===== src/rtl/param_reg_pkg.sv =====
// Shared constants and types for the elastic pipeline register and its bench.
package param_reg_pkg;

  localparam int DEF_W = 8;
  localparam int DEF_D = 3;

  // Enough bits to represent every occupancy value from 0 up to and including depth.
  function automatic int cnt_width(input int depth);
    return $clog2(depth + 1);
  endfunction

  typedef logic [DEF_W-1:0] word_t;

endpackage


===== src/rtl/param_pipe_stage.sv =====
// One elastic stage: a valid bit and a data word that advance only when
// the downstream side can take them.
module param_pipe_stage
  import param_reg_pkg::*;
#(
  parameter int W = DEF_W
) (
  input  logic         clk,
  input  logic         reset,
  input  logic         flush,
  input  logic         src_vld,
  input  logic [W-1:0] src_dat,
  input  logic         dst_rdy,
  output logic         vld,
  output logic [W-1:0] dat,
  output logic         rdy
);

  // An empty stage can always load; a full one only when its content moves on.
  assign rdy = ~vld | dst_rdy;

  always_ff @(posedge clk) begin
    if (reset) begin
      vld <= 1'b0;
      dat <= '0;
    end else if (flush) begin
      vld <= 1'b0;
    end else if (rdy) begin
      vld <= src_vld;
      if (src_vld) begin
        dat <= src_dat;
      end
    end
  end

endmodule


===== src/rtl/param_pipe_reg.sv =====
// D-stage elastic pipeline register with valid/ready on both sides,
// a synchronous flush and an occupancy counter.
module param_pipe_reg
  import param_reg_pkg::*;
#(
  parameter int  W  = DEF_W,
  parameter int  D  = DEF_D,
  localparam int CW = cnt_width(D)
) (
  input  logic          clk,
  input  logic          reset,
  input  logic          flush,
  input  logic          in_valid,
  output logic          in_ready,
  input  logic [W-1:0]  in_data,
  output logic          out_valid,
  input  logic          out_ready,
  output logic [W-1:0]  out_data,
  output logic [CW-1:0] count
);

  logic [D-1:0] vld;
  logic [W-1:0] dat [D];
  logic         push;
  logic         pop;

  // Each stage keeps its ready in its own scalar so the backward chain has no self-dependency.
  for (genvar i = 0; i < D; i++) begin : g_stage
    logic         rdy_s;
    logic         dst_rdy_s;
    logic         src_vld_s;
    logic [W-1:0] src_dat_s;

    if (i == D - 1) begin : g_tail
      assign dst_rdy_s = out_ready;
    end else begin : g_mid
      assign dst_rdy_s = g_stage[i+1].rdy_s;
    end

    if (i == 0) begin : g_head
      assign src_vld_s = push;
      assign src_dat_s = in_data;
    end else begin : g_body
      assign src_vld_s = vld[i-1];
      assign src_dat_s = dat[i-1];
    end

    param_pipe_stage #(.W(W)) u_stage (
      .clk     (clk),
      .reset   (reset),
      .flush   (flush),
      .src_vld (src_vld_s),
      .src_dat (src_dat_s),
      .dst_rdy (dst_rdy_s),
      .vld     (vld[i]),
      .dat     (dat[i]),
      .rdy     (rdy_s)
    );
  end

  assign in_ready  = g_stage[0].rdy_s & ~flush;
  assign push      = in_valid & in_ready;
  assign out_valid = vld[D-1];
  assign out_data  = dat[D-1];
  assign pop       = out_valid & out_ready;

  // Simultaneous push and pop leave the occupancy unchanged.
  always_ff @(posedge clk) begin
    if (reset || flush) begin
      count <= '0;
    end else if (push && !pop) begin
      count <= count + CW'(1);
    end else if (pop && !push) begin
      count <= count - CW'(1);
    end
  end

endmodule


===== config.mk =====
export PLATFORM = sky130hd
export DESIGN_NAME = param_pipe_reg
export DESIGN_NICKNAME = d
export VERILOG_FILES = /design/src/rtl/param_reg_pkg.sv /design/src/rtl/param_pipe_stage.sv /design/src/rtl/param_pipe_reg.sv
export SDC_FILE = /design/constraint.sdc
export NUM_CORES = 1
export LEC_CHECK = 0
export BUFFER_PORTS_ARGS = -buffer_cell sky130_fd_sc_hd__buf_2
export CAP_MARGIN = 25
export CORE_MARGIN = 3
export CORE_UTILIZATION = 30
export CTS_CLUSTER_DIAMETER = 60
export CTS_CLUSTER_SIZE = 25
export DETAILED_ROUTE_END_ITERATION = 6
export GPL_TIMING_DRIVEN = 0
export HOLD_SLACK_MARGIN = 0.02
export PLACE_DENSITY = 0.49
export SETUP_SLACK_MARGIN = 0.2
export SLEW_MARGIN = 20
export SYNTH_ARGS = -nofsm -noshare
export SYNTH_HDL_FRONTEND = slang
export SYNTH_HIERARCHICAL = 1
export SYNTH_SLANG_ARGS = --single-unit

===== constraint.sdc =====
create_clock -name clk -period 5.75 [get_ports clk]
set_input_delay 1.15 -clock clk [delete_from_list [all_inputs] [get_ports clk]]
set_output_delay 1.15 -clock clk [all_outputs]
set_load 0.03 [all_outputs]

==> impl_metrics.json <==
{
  "synth_edf_count": 0,
  "cts_htree_levels": 2,
  "totalNegativeSetupSlack_ps": 0,
  "finish.cell_count_without_fillers": 214,
  "critPathSlowestCell": "sky130_fd_sc_hd__buf_2",
  "synth_top_area_frac": 0.429,
  "std_cell_rows": 23,
  "numPlacedInstances": 206,
  "cts-buffers-inserted": 5,
  "insertion_delay_of_the_later_clocked_pin_in_the_worst_skew_pair_ps": 270,
  "hold_viol": 0,
  "worst_setup_path_start_kind": "input port",
  "most_common_cell_after_layout_fill_and_taps_aside": "sky130_fd_sc_hd__nand2b_1",
  "total_switching_power_mw": 0.0846,
  "share_clk_of_total_power": 0.397,
  "drc": 0,
  "ys_seq_area_frac": 0.429,
  "core_um2": 4170,
  "timing.final.crit_period_ps": 3310,
  "post_drt_via_cell_ratio": 4.26,
  "synth_nets": 146,
  "netlist_instances": 132,
  "dieArea_um2": 5350,
  "power.switching_fraction": 0.217,
  "critical_path_peak_fanout": 3,
  "ff_latch_area_um2": 581,
  "grt_antenna_before_repair": 0,
  "tightest_slew_ps": 365,
  "synthesis.area_per_instance_um2": 10.2,
  "endpoint_kind": "output port",
  "globalRoute.totalOverflow": 0,
  "post-cts-setup-buffers": 0,
  "hold_buffers": 0,
  "synth.top_cells.by_area": "sky130_fd_sc_hd__dfxtp_1, sky130_fd_sc_hd__nand2b_1, sky130_fd_sc_hd__mux2i_1",
  "gpl.final_weighted_congestion": 0.661,
  "synth.ff_latch_count": 29,
  "report.final.slew_viol_count": 0,
  "vdd.ir_drop.worst_v": 0.000128,
  "timing.critical_path.arrival_ps": 2160,
  "synth_top_flop_cell": "sky130_fd_sc_hd__dfxtp_1",
  "firstDrtPassIters": 4,
  "ctsResizeCount": 0,
  "syn_area_um2": 1350,
  "slowest_delay_ps": 180,
  "antenna_cells_inserted": 0,
  "sequential_group_share_of_total_power": 0.529,
  "ff2ff_setup_slack_ps": 3450,
  "grt_first_pass_wirelength_mm": 4.04,
  "clkSinkCount": 29,
  "power_per_cell_area_nw_per_um2": 241,
  "netlist.top_cell.by_area": "sky130_fd_sc_hd__dfxtp_1",
  "outcome": "complete, no violations",
  "drt_wl_total_mm": 2.45,
  "die_w_um": 73.1,
  "filler_instances": 420,
  "maximum_number_of_pins_on_one_net_before_global_route_repair": 27,
  "path_class": "in2out",
  "detailroute.via_count": 911,
  "final_nets": 177,
  "drv_cap": 0,
  "clock-root-buffer": "sky130_fd_sc_hd__clkbuf_8",
  "grt_setup_unrepaired": "no",
  "synthArstFlopShare": 0,
  "clock_skew_ps": 5.21,
  "io_pins": 25,
  "fmax_mhz": 302,
  "detailed_placer_s_ending_hpwl_mm": 1.78,
  "global_route.usage.total": 0.0999,
  "final.period_utilization": 0.575,
  "flow.area_growth_from_synthesis_pct": 19.4,
  "layout-drive-gt1-share": 0.232,
  "static-leakage-power_nw": 0.577,
  "setup_viol_count_final": 0,
  "clock_tree_from_tritoncts": "done",
  "port-buffer-count": 24,
  "timing.slew.headroom": 0.756,
  "relative_contribution_of_combinational_cells_to_total_power": 0.075,
  "max-clock-path-buffers": 2,
  "routed_wire_length_per_instance_um": 11.4,
  "hold_path_class": "reg2reg",
  "cellInternalPower_mw": 0.304,
  "initial_core_util": 0.324,
  "area_of_the_multi_input_gates_um2": 716,
  "critical_path.cell_chain": "buf_2 -> nor2b_4 -> inv_1 -> nor2b_4 -> inv_1 -> nor2b_4 -> inv_1 -> nor2b_1 -> buf_2",
  "ant_nets": 0,
  "drt_first_iter_violations": 22,
  "grt_pass1_vias": 854,
  "setup_slack_ps": 2440,
  "worstPathRequired_ps": 4600,
  "top_library_cells_by_usage_in_the_layout_fill_and_taps_aside": "sky130_fd_sc_hd__nand2b_1, sky130_fd_sc_hd__dfxtp_1, sky130_fd_sc_hd__mux2i_1, sky130_fd_sc_hd__buf_2, sky130_fd_sc_hd__clkbuf_1",
  "detailedPlace.worstSlack_ps": 2430,
  "clk_pin_slew_worst_paths_ps": 50,
  "fp.dieH_um": 73.1,
  "ys_types": 18,
  "yosysWarningCount": 6
}
## layout make-up
type                            instances  area share
Tap cell                               50      0.0387
Multi-Input combinational cell         94       0.443
Sequential cell                        29       0.359
Buffer                                  6      0.0279
Clock buffer                            8      0.0496
Timing Repair Buffer                   24      0.0744
Inverter                                3     0.00697
## flip-flops by register name, indices dropped and copies added (netlist names)
register and cells:
g_stage.u_stage/dat 24, count 2, g_stage.u_stage/vld 3
## cell usage after synthesis, drive strengths merged (2+ instances only)
library cell   n
buf            3
clkbuf         3
dfxtp         29
inv            3
mux2i         24
nand2b        48
nor2           3
nor2b          4
nor3           4
nor3b          3
xor2           2
## critical path, delay by kind of cell
family,cells,cell delay [ps]
buffers and inverters,5,490
AND/OR/NAND/NOR,4,510
## power by group through the flow
stage	combinational [mW]	sequential, mW	clock [mW]
after detailed placement	0.0296	0.210	0
after floorplan	0.0176	0.211	0
after global routing	0.0319	0.206	0.173
after CTS	0.0296	0.206	0.162
after global placement	0.0286	0.210	0
final	0.0291	0.206	0.154
## stage by stage
stage	power [mW]	utilization	cell area [µm²]	hold slack (ps)
6_report	0.389	0.387	1620	473
2_1_floorplan	0.228	-	1350	449
5_1_grt	0.411	0.387	1620	489
3_5_place_dp	0.240	0.368	1540	463
3_3_place_gp	0.238	0.368	1540	457
4_1_cts	0.397	0.387	1620	476
## worst paths after layout
| path | startpoint | to | cells after the start |
|---|---|---|---|
| max | out_ready | in_ready | 9 |
| min | g_stage[2].u_stage/dat[1]$_SDFFE_PP0P_ | g_stage[2].u_stage/dat[1]$_SDFFE_PP0P_ | 2 |
| max reg2reg | g_stage[2].u_stage/vld$_SDFFE_PP0P_ | count[1]$_SDFFE_PP0P_ | 11 |
| min reg2reg | g_stage[2].u_stage/dat[1]$_SDFFE_PP0P_ | g_stage[2].u_stage/dat[1]$_SDFFE_PP0P_ | 2 |
## metal layers
metal | track usage | share of wire | vias to the layer above
li1 | - | - | 489
met5 | 0 | 0 | -
met1 | 0.138 | 0.50 | 395
met2 | 0.136 | 0.42 | 23
met4 | 0.0492 | 0.013 | 0
met3 | 0.0358 | 0.065 | 4
## cells by family (layout without fill, tap and decap cells)
kind of cell / after synthesis / count (layout) / synth area share
AO/OA/AOI/OAI: 2 / 2 / 0.00925
XOR/XNOR: 2 / 2 / 0.0130
adder cells (fa/ha/maj): 1 / 1 / 0.00925
buffers and inverters: 9 / 41 / 0.0416
flip-flops: 29 / 29 / 0.429
multiplexers: 24 / 24 / 0.178
AND/OR/NAND/NOR: 65 / 65 / 0.320
Power figures use the tool's default switching activity.
